<file path="src/rtl/range_seq_pkg.sv">
// Shared types and constants for the range window sequencer.
// The stall limit is only used when RANGE_SEQ_TIMEOUT_EN is defined.
package range_seq_pkg;

   typedef enum logic [1:0] {
      IDLE   = 2'd0,
      ACCUM  = 2'd1,
      SETTLE = 2'd2,
      RESULT = 2'd3
   } state_t;

   typedef enum logic [1:0] {
      ERR_NONE  = 2'd0,
      ERR_LEN   = 2'd1,
      ERR_ABORT = 2'd2,
      ERR_DP    = 2'd3
   } err_t;

   localparam logic [15:0] TIMEOUT_LIMIT = 16'hFFFF;

endpackage

</file>
<file path="src/rtl/range_seq_watchdog.sv">
// Stall counter for the accumulate phase; raises timeout on the stall cycle
// in which the count would reach the limit. Used only with RANGE_SEQ_TIMEOUT_EN.
module range_seq_watchdog
   import range_seq_pkg::*;
(
   input  logic clock,
   input  logic reset_n,
   input  logic active,
   input  logic beat,
   output logic timeout
);

   logic [15:0] stall_cnt;

   always_ff @(posedge clock or negedge reset_n) begin
      if (!reset_n) begin
         stall_cnt <= '0;
      end else if (!active || beat) begin
         stall_cnt <= '0;
      end else if (stall_cnt != TIMEOUT_LIMIT) begin
         stall_cnt <= stall_cnt + 16'd1;
      end
   end

   // Fire in the cycle whose stall would bring the count to the limit.
   assign timeout = active && !beat && (stall_cnt == TIMEOUT_LIMIT - 16'd1);

endmodule

</file>
<file path="src/rtl/range_window_sequencer.sv">
// Sequences fixed-length sample windows through the min/max range datapath.
// Optional stall timeout in ACCUM is enabled by defining RANGE_SEQ_TIMEOUT_EN.
module range_window_sequencer
   import range_seq_pkg::*;
#(
   parameter int WIDTH = 16,
   parameter int CNT_W = 8
) (
   input  logic             clock,
   input  logic             reset_n,
   input  logic             start,
   input  logic             abort,
   input  logic [CNT_W-1:0] win_len,
   input  logic             s_valid,
   input  logic [WIDTH-1:0] s_data,
   output logic             s_ready,
   output logic [WIDTH-1:0] dp_data,
   output logic             dp_go,
   output logic             dp_finish,
   input  logic [WIDTH-1:0] dp_range,
   input  logic             dp_error,
   output logic             busy,
   output logic             res_valid,
   input  logic             res_ready,
   output logic [WIDTH-1:0] res_range,
   output logic [1:0]       err_code
);

   state_t           state, state_next;
   err_t             err, err_next;
   logic [CNT_W-1:0] remaining, remaining_next;
   logic             first, first_next;
   logic             accepted;
   logic             timeout;
   logic             len_ok;

   assign s_ready   = (state == ACCUM);
   assign accepted  = s_valid && s_ready;
   assign dp_data   = s_data;
   assign dp_go     = accepted && first;
   assign dp_finish = accepted && (remaining == CNT_W'(1));
   assign busy      = (state != IDLE);
   assign res_valid = (state == RESULT);
   assign err_code  = err;
   assign len_ok    = (win_len >= CNT_W'(2));

`ifdef RANGE_SEQ_TIMEOUT_EN
   range_seq_watchdog u_watchdog (
      .clock   (clock),
      .reset_n (reset_n),
      .active  (state == ACCUM),
      .beat    (accepted),
      .timeout (timeout)
   );
`else
   assign timeout = 1'b0;
`endif

   always_ff @(posedge clock or negedge reset_n) begin
      if (!reset_n) begin
         state     <= IDLE;
         err       <= ERR_NONE;
         remaining <= '0;
         first     <= 1'b0;
         res_range <= '0;
      end else begin
         state     <= state_next;
         err       <= err_next;
         remaining <= remaining_next;
         first     <= first_next;
         if (state == SETTLE) begin
            res_range <= dp_range;
         end
      end
   end

   always_comb begin
      state_next     = state;
      err_next       = err;
      remaining_next = remaining;
      first_next     = first;
      case (state)
         IDLE: begin
            if (start && !abort) begin
               if (len_ok) begin
                  state_next     = ACCUM;
                  remaining_next = win_len;
                  first_next     = 1'b1;
                  err_next       = ERR_NONE;
               end else begin
                  err_next = ERR_LEN;
               end
            end
         end
         ACCUM: begin
            if (abort || timeout) begin
               state_next     = IDLE;
               remaining_next = '0;
               first_next     = 1'b0;
               err_next       = ERR_ABORT;
            end else if (accepted) begin
               remaining_next = remaining - CNT_W'(1);
               first_next     = 1'b0;
               if (remaining == CNT_W'(1)) begin
                  state_next = SETTLE;
               end
            end
         end
         SETTLE: begin
            if (abort) begin
               state_next = IDLE;
               err_next   = ERR_ABORT;
            end else begin
               state_next = RESULT;
            end
         end
         RESULT: begin
            if (res_ready) begin
               state_next = IDLE;
            end
         end
         default: state_next = IDLE;
      endcase
      // A datapath error outranks every other cause raised in the same cycle.
      if (dp_error && busy) begin
         err_next = ERR_DP;
      end
   end

endmodule

</file>
<file path="config.mk">
export PLATFORM = sky130hd
export DESIGN_NAME = range_window_sequencer
export DESIGN_NICKNAME = d
export VERILOG_FILES = /design/src/rtl/range_seq_pkg.sv /design/src/rtl/range_seq_watchdog.sv /design/src/rtl/range_window_sequencer.sv
export SDC_FILE = /design/constraint.sdc
export NUM_CORES = 1
export LEC_CHECK = 0
export CAP_MARGIN = 20
export CORE_ASPECT_RATIO = 2
export CORE_MARGIN = 4
export CORE_UTILIZATION = 37
export CTS_CLUSTER_SIZE = 30
export DETAILED_ROUTE_END_ITERATION = 8
export HOLD_SLACK_MARGIN = 0.12
export PLACE_DENSITY = 0.77
export SLEW_MARGIN = 20
export SYNTH_ARGS = -nofsm -noshare
export SYNTH_HDL_FRONTEND = slang
export SYNTH_SLANG_ARGS = --single-unit
export TNS_END_PERCENT = 10
</file>
<file path="constraint.sdc">
create_clock -name clock -period 1.7 [get_ports clock]
set_clock_uncertainty 0.1 [all_clocks]
set_input_delay 0.34 -clock clock [delete_from_list [all_inputs] [get_ports clock]]
set_output_delay 0.34 -clock clock [all_outputs]
set_load 0.05 [all_outputs]
</file>
==> reports/summary.txt, run 1 <==
Cell Rows = 35
Worst R2R Start = state[0]
Most frequent cells in the layout = buf_4 (53), clkdlybuf4s50_1 (27), dfrtp_1 (26), mux2_2 (16)
Number of diodes = 0
Num CTS Buffers = 5
Vias = 1553
CP endpoint kind = output port
Reg-to-Reg End = state[0]
Die Width = 56.8 um
Starting Density = 38.3%
GR Overflow Total = 0
DRC Markers = 0
Commonest non-fill, non-tap cell in the layout = buf_4
Longest Clk Path Bufs = 2
PortBufs = 53
M2 GR Usage = 31.0%
Final Hold Viols = 0
Tot GR Track Use = 16.3%
Reg2Reg Depth = 6
Routing usage on met1 = 15.0%
Syn nets = 218
CP Launch Point = state[1]
TritonCTS clock tree = built
Crit path max-delay cell type = dfrtp_1
Htree depth = 2
Wire per inst = 16.5 um
Synthesized flop and latch total = 29
Crit path max-delay family = flip-flops
Post-synthesis instance total = 165
DRC violation total after the first TritonRoute iteration = 36
Die ar. = 0.00599 mm2
Critical path arrival = 1.36 ns
EDFF count, synth = 0
DIE HEIGHT = 106 um
Final core utilization = 59.9%
Rel. slew slack = 74.5%
Leakage = 1.21 nW
Cell Area, Synth = 0.00176 mm2
Num ports = 86
Sequential-to-total area share from yosys stat = 41.3%
Via density per instance = 5.18
Crit path kind = reg2out
DP Wirelength = 3870 um
Vias in the first global route = 1696
Tightest Hold Check Type = in2async
R2R Setup Slk = -0.07 ns
Measured slew at the worst slew-check pin = 0.383 ns
RSZ-0062 raised after global routing = yes
Clock Sink Count = 29
Critical path depth = 5
Failing checks = negative setup slack
Pwr/cell area = 2030 mW/mm2
Peak supply drop = 0.00133 V
Fin crit share = 106%
Met3 Use GR = 4.17%
Yosys cell types = 49
Clk_lat worst skew = 0.27 ns
Top_reg_cell synth = dfrtp_1
CP peak stage delay = 0.39 ns
Status = finished, violations left
Layout area overhead = 56.5%
First-pass GRT wire length = 7660 um
CP Buf/Inv Count = 2
Final worst path period need = 1.80 ns
Required time worst endpoint = 1.26 ns
FMAX = 555 MHz
FF+latch area = 729 um2
Max Slew Vio Count = 0
Layout cells sized above 1 = 46.5%
Post-synth ARST share = 100%
Clock-pin transition on the worst setup and hold timing paths = 0.06 ns
Worst Path Max Fanout = 3
Pin count of the biggest net entering global routing = 30
GR peak layer = met2
Root buffer cell = clkbuf_8
Hold slack = 0.357 ns
Antenna Nets Post-Route = 0
Warnings from Yosys = 0
Drt first pass iters = 4
Layout fillers = 399
Post-Route WL = 4940 um
Crit path setup slack, layout = -0.103 ns
Syn avg cell area = 10.7 um2
Routability cong. = 0.874
Worst path cell trace = inv_2 -> ha_4 -> nand4b_1 -> nor3_4 -> buf_12
# setup viols final = 10
Multi-input gate area = 943 um2
Worst Setup EP = dp_finish
Initial antenna violation count = 0
CP startpoint kind = flop
Power Total = 5.60 mW
Core footprint = 0.00460 mm2
Max Cap Viol = 0
Nets@finish = 298
routing by layer:
metal | vias to the layer above | share of wire [%]
met4 | 0 | 3.7
li1 | 746 | -
met1 | 746 | 34
met3 | 10 | 5.7
met2 | 51 | 57
met5 | - | 0
worst min path at each step:
stage | startpoint | endpoint | slack (ns)
global placement | res_range[10] | res_range[10] | 0.39
detailed placement | res_range[10] | res_range[10] | 0.40
global route | reset_n | res_range[15] | 0.38
floorplan | reset_n | err_code[0] | -0.06
CTS | reset_n | remaining[6] | 0.38
finish | reset_n | remaining[7] | 0.36
stage by stage:
step                      TNS, ns  instances  instance area [um2]  worst slack (ns)
after global placement      -3.15        288                 2550            -0.259
after floorplan            -0.657        165                 1790            -0.152
final                      -0.487        300                 2750            -0.103
after detailed placement    -3.44        288                 2550            -0.313
after global routing        -1.45        300                 2750            -0.171
after CTS                   -1.07        297                 2680            -0.215
final cells by class:
cell class	instances	share of cell area, %
multi-input cells	106	34.3
well taps	55	2.50
clock buffers	7	3.14
repair buffers	93	32.1
flip-flops and latches	29	26.5
inverters	10	1.45
worst register-to-register path, cell delays in order, from the launching register on:
cell     delay (ns)
dfrtp_2        0.44
ha_4           0.17
buf_4          0.15
or2b_2         0.18
a31oi_1        0.05
or2_1          0.23
o32a_1         0.32
cell usage after synthesis, types with 2 or more instances:
| master | instances | area share [%] |
|---|---|---|
| nor3_2 | 2 | 1.1 |
| buf_4 | 17 | 7.3 |
| nor2b_1 | 6 | 2.1 |
| nor2_1 | 10 | 2.1 |
| o2bb2ai_1 | 3 | 1.5 |
| buf_2 | 2 | 0.57 |
| ha_1 | 6 | 4.3 |
| and3_1 | 2 | 0.71 |
| a21oi_1 | 7 | 2.0 |
| a32oi_1 | 2 | 1.0 |
| dfrtp_1 | 29 | 41 |
| mux2_2 | 16 | 10 |
| nand4_1 | 2 | 0.71 |
| a22oi_1 | 4 | 1.7 |
| o22ai_1 | 3 | 1.1 |
| nand2_1 | 4 | 0.85 |
| or2_1 | 2 | 0.71 |
| nor3_1 | 3 | 0.85 |
| inv_1 | 9 | 1.9 |
| mux2i_1 | 2 | 1.1 |
| o211ai_1 | 2 | 0.85 |
| nor4b_1 | 2 | 1.0 |
| o21ai_0 | 4 | 1.1 |
power breakdown:
group | switching (mW) | leakage [nW] | internal, mW
clock network | 0.242 | 0.0443 | 0.321
registers | 0.272 | 0.346 | 1.04
logic | 2.05 | 0.818 | 1.68
total | 2.56 | 1.21 | 3.04
registers in the layout, summed over array words and instances, names as in the netlist:
register / cells
res_range: 16
state: 2
err_code: 2
first: 1
remaining: 8
kinds of logic after synthesis:
kind of cell / Yosys count / synth area share (%)
and+or+nand+nor: 44 / 16.2
muxes: 18 / 11.4
buffers and inverters: 30 / 10.2
AOI/OAI and AO/OA: 38 / 16.7
DFF: 29 / 41.3
adders and majority gates: 6 / 4.27
what timing repair did:
| item | CTS | global route |
|---|---|---|
| hold buffers | 0 | 0 |
| cloned | 0 | 0 |
| endpoints found under the setup margin | 15 | 18 |
| pin swaps | 2 | 3 |
| endpoints found under the hold margin | 0 | 0 |
| buffers inserted | 2 | 3 |
| resized for setup | 11 | 16 |
(Power assumes the default switching activity.)
==> run 2, diff against run 1 <==
--- a/config.mk
+++ b/config.mk
@@ -8,11 +8,12 @@
 export CAP_MARGIN = 20
 export CORE_ASPECT_RATIO = 2
 export CORE_MARGIN = 4
-export CORE_UTILIZATION = 37
+export CORE_UTILIZATION = 38
+export CTS_BUF_LIST = sky130_fd_sc_hd__clkbuf_4 sky130_fd_sc_hd__clkbuf_8
 export CTS_CLUSTER_SIZE = 30
 export DETAILED_ROUTE_END_ITERATION = 8
 export HOLD_SLACK_MARGIN = 0.12
-export PLACE_DENSITY = 0.77
+export PLACE_DENSITY = 0.79
 export SLEW_MARGIN = 20
 export SYNTH_ARGS = -nofsm -noshare
 export SYNTH_HDL_FRONTEND = slang
==> reports/summary.txt, run 2 (synthesis gave the netlist of run 1 again) <==
Status = finished, violations left
Failing checks = negative setup slack
Routability cong. = 0.904
Sw Pwr = 2.57 mW
First-pass GRT wire length = 7980 um
Fin crit share = 116%
Max Slew Vio Count = 0
Final worst path period need = 1.97 ns
Clock Sink Count = 29
Layout fillers = 373
Initial antenna violation count = 0
FMAX = 508 MHz
CP endpoint kind = output port
CP startpoint kind = flop
Most frequent cells in the layout = buf_4 (51), dfrtp_1 (29), clkdlybuf4s50_1 (27), mux2_2 (16), nor2_1 (10)
Pwr/cell area = 2090 mW/mm2
DRC violation total after the first TritonRoute iteration = 56
Largest register FFs = 16
Die ar. = 0.00585 mm2
Switching part of the total power = 44.7%
Commonest non-fill, non-tap cell in the layout = buf_4
Number of diodes = 0
Multi-input gate area = 936 um2
Tightest Hold Check Type = in2async
Hold Buf Count CTS = 0
GR Overflow Total = 0
Measured slew at the worst slew-check pin = 0.379 ns
Core footprint = 0.00442 mm2
Nets@finish = 296
Starting Density = 39.8%
Wire per inst = 17.2 um
Post-Route WL = 5130 um
Clk_lat worst skew = 0.28 ns
DP Wirelength = 3960 um
Crit path kind = reg2out
Vias = 1615
RSZ-0062 raised after global routing = yes
Rel. slew slack = 74.7%
Hold slack = 0.350 ns
FF+latch area = 726 um2
DRC Markers = 0
Combinational share of power = 64.8%
Biggest register = res_range
Pin count of the biggest net entering global routing = 30
Die Width = 56.1 um
Final Hold Viols = 0
Htree depth = 2
Via density per instance = 5.42
Sequential power share = 22.2%
PortBufs = 53
Max Cap Viol = 0
Root buffer cell = clkbuf_8
# setup viols final = 10
R2R Setup Slk = -0.08 ns
Crit path setup slack, layout = -0.270 ns
Layout area overhead = 56.5%
Layout cells sized above 1 = 44.7%
DIE HEIGHT = 104 um
Num CTS Buffers = 5
Vias in the first global route = 1818
Required time worst endpoint = 1.26 ns
Power Total = 5.76 mW
Clock-pin transition on the worst setup and hold timing paths = 0.06 ns
Longest Clk Path Bufs = 2
Worst Path Max Fanout = 6
Leakage = 1.22 nW
Critical path arrival = 1.53 ns
Drt first pass iters = 4
Antenna Nets Post-Route = 0
Peak supply drop = 0.00148 V
Tot GR Track Use = 17.4%
Largest regs = res_range (16), remaining (8)
Clock Power Share = 13.1%
Num ports = 86
Int Pwr = 3.19 mW
Cell Rows = 34
TritonCTS clock tree = built
## run 2: cell types whose count changed in the layout (fill, tap and decap cells not counted), sizes merged
cell	change
buf	-2
bufinv	+1
dlygate4sd2	+1
dlymetal6s2s	-1
## run 2: per-stage QoR
stage,setup TNS [ns],std cells,setup slack (ns),utilization (%),area (um2)
finish,-0.672,298,-0.270,62.2,2750
global route,-1.39,298,-0.320,62.2,2750
CTS,-0.583,294,-0.263,60.2,2660
detailed placement,-3.87,286,-0.317,57.4,2540
global placement,-3.23,286,-0.280,57.4,2540
floorplan,-0.657,165,-0.152,-,1790
## run 2: power by group through the flow
stage               registers, mW  clock network [mW]  logic [mW]
finish                       1.28               0.754        3.73
global route                 1.31               0.804        3.96
CTS                          1.27               0.777        3.57
detailed placement           1.27                   0        3.54
global placement             1.26                   0        3.49
floorplan                    2.03                   0        1.43
## run 2: worst paths after layout
check	from	end	cells after the start
setup / recovery	state[1]	dp_finish	5
min in group clock	res_range[9]	res_range[9]	1
hold / removal	reset_n	remaining[7]	2
hold reg to reg	res_range[9]	res_range[9]	1
setup reg to reg	state[0]	state[0]	6
max in group asynchronous	reset_n	res_range[8]	2
## run 2: area by class of cell
class	instances	share of cell area, %
Multi-Input combinational cell	106	34.0
Timing Repair Buffer	91	31.5
Sequential cell	29	26.4
Clock buffer	7	3.27
Tap cell	54	2.45
Inverter	10	1.36
Clock inverter	1	1.09
## run 2: timing repair
item,in CTS,in global routing
resized for setup,5,15
buffers inserted,0,4
setup endpoints to repair,16,18
pin swaps,1,4
## run 2: routing by layer
layer,track usage [%],wire [um]
met1,15.6,1710
met2,31.9,2820
met3,4.60,306
met4,12.7,299
met5,0,0
## run 2: worst max-delay path, cell delays in order, from the launching register on
cell and delay (ns):
dfrtp_1 0.39, inv_2 0.10, ha_4 0.17, nand4b_1 0.17, nor3_4 0.26, buf_12 0.16
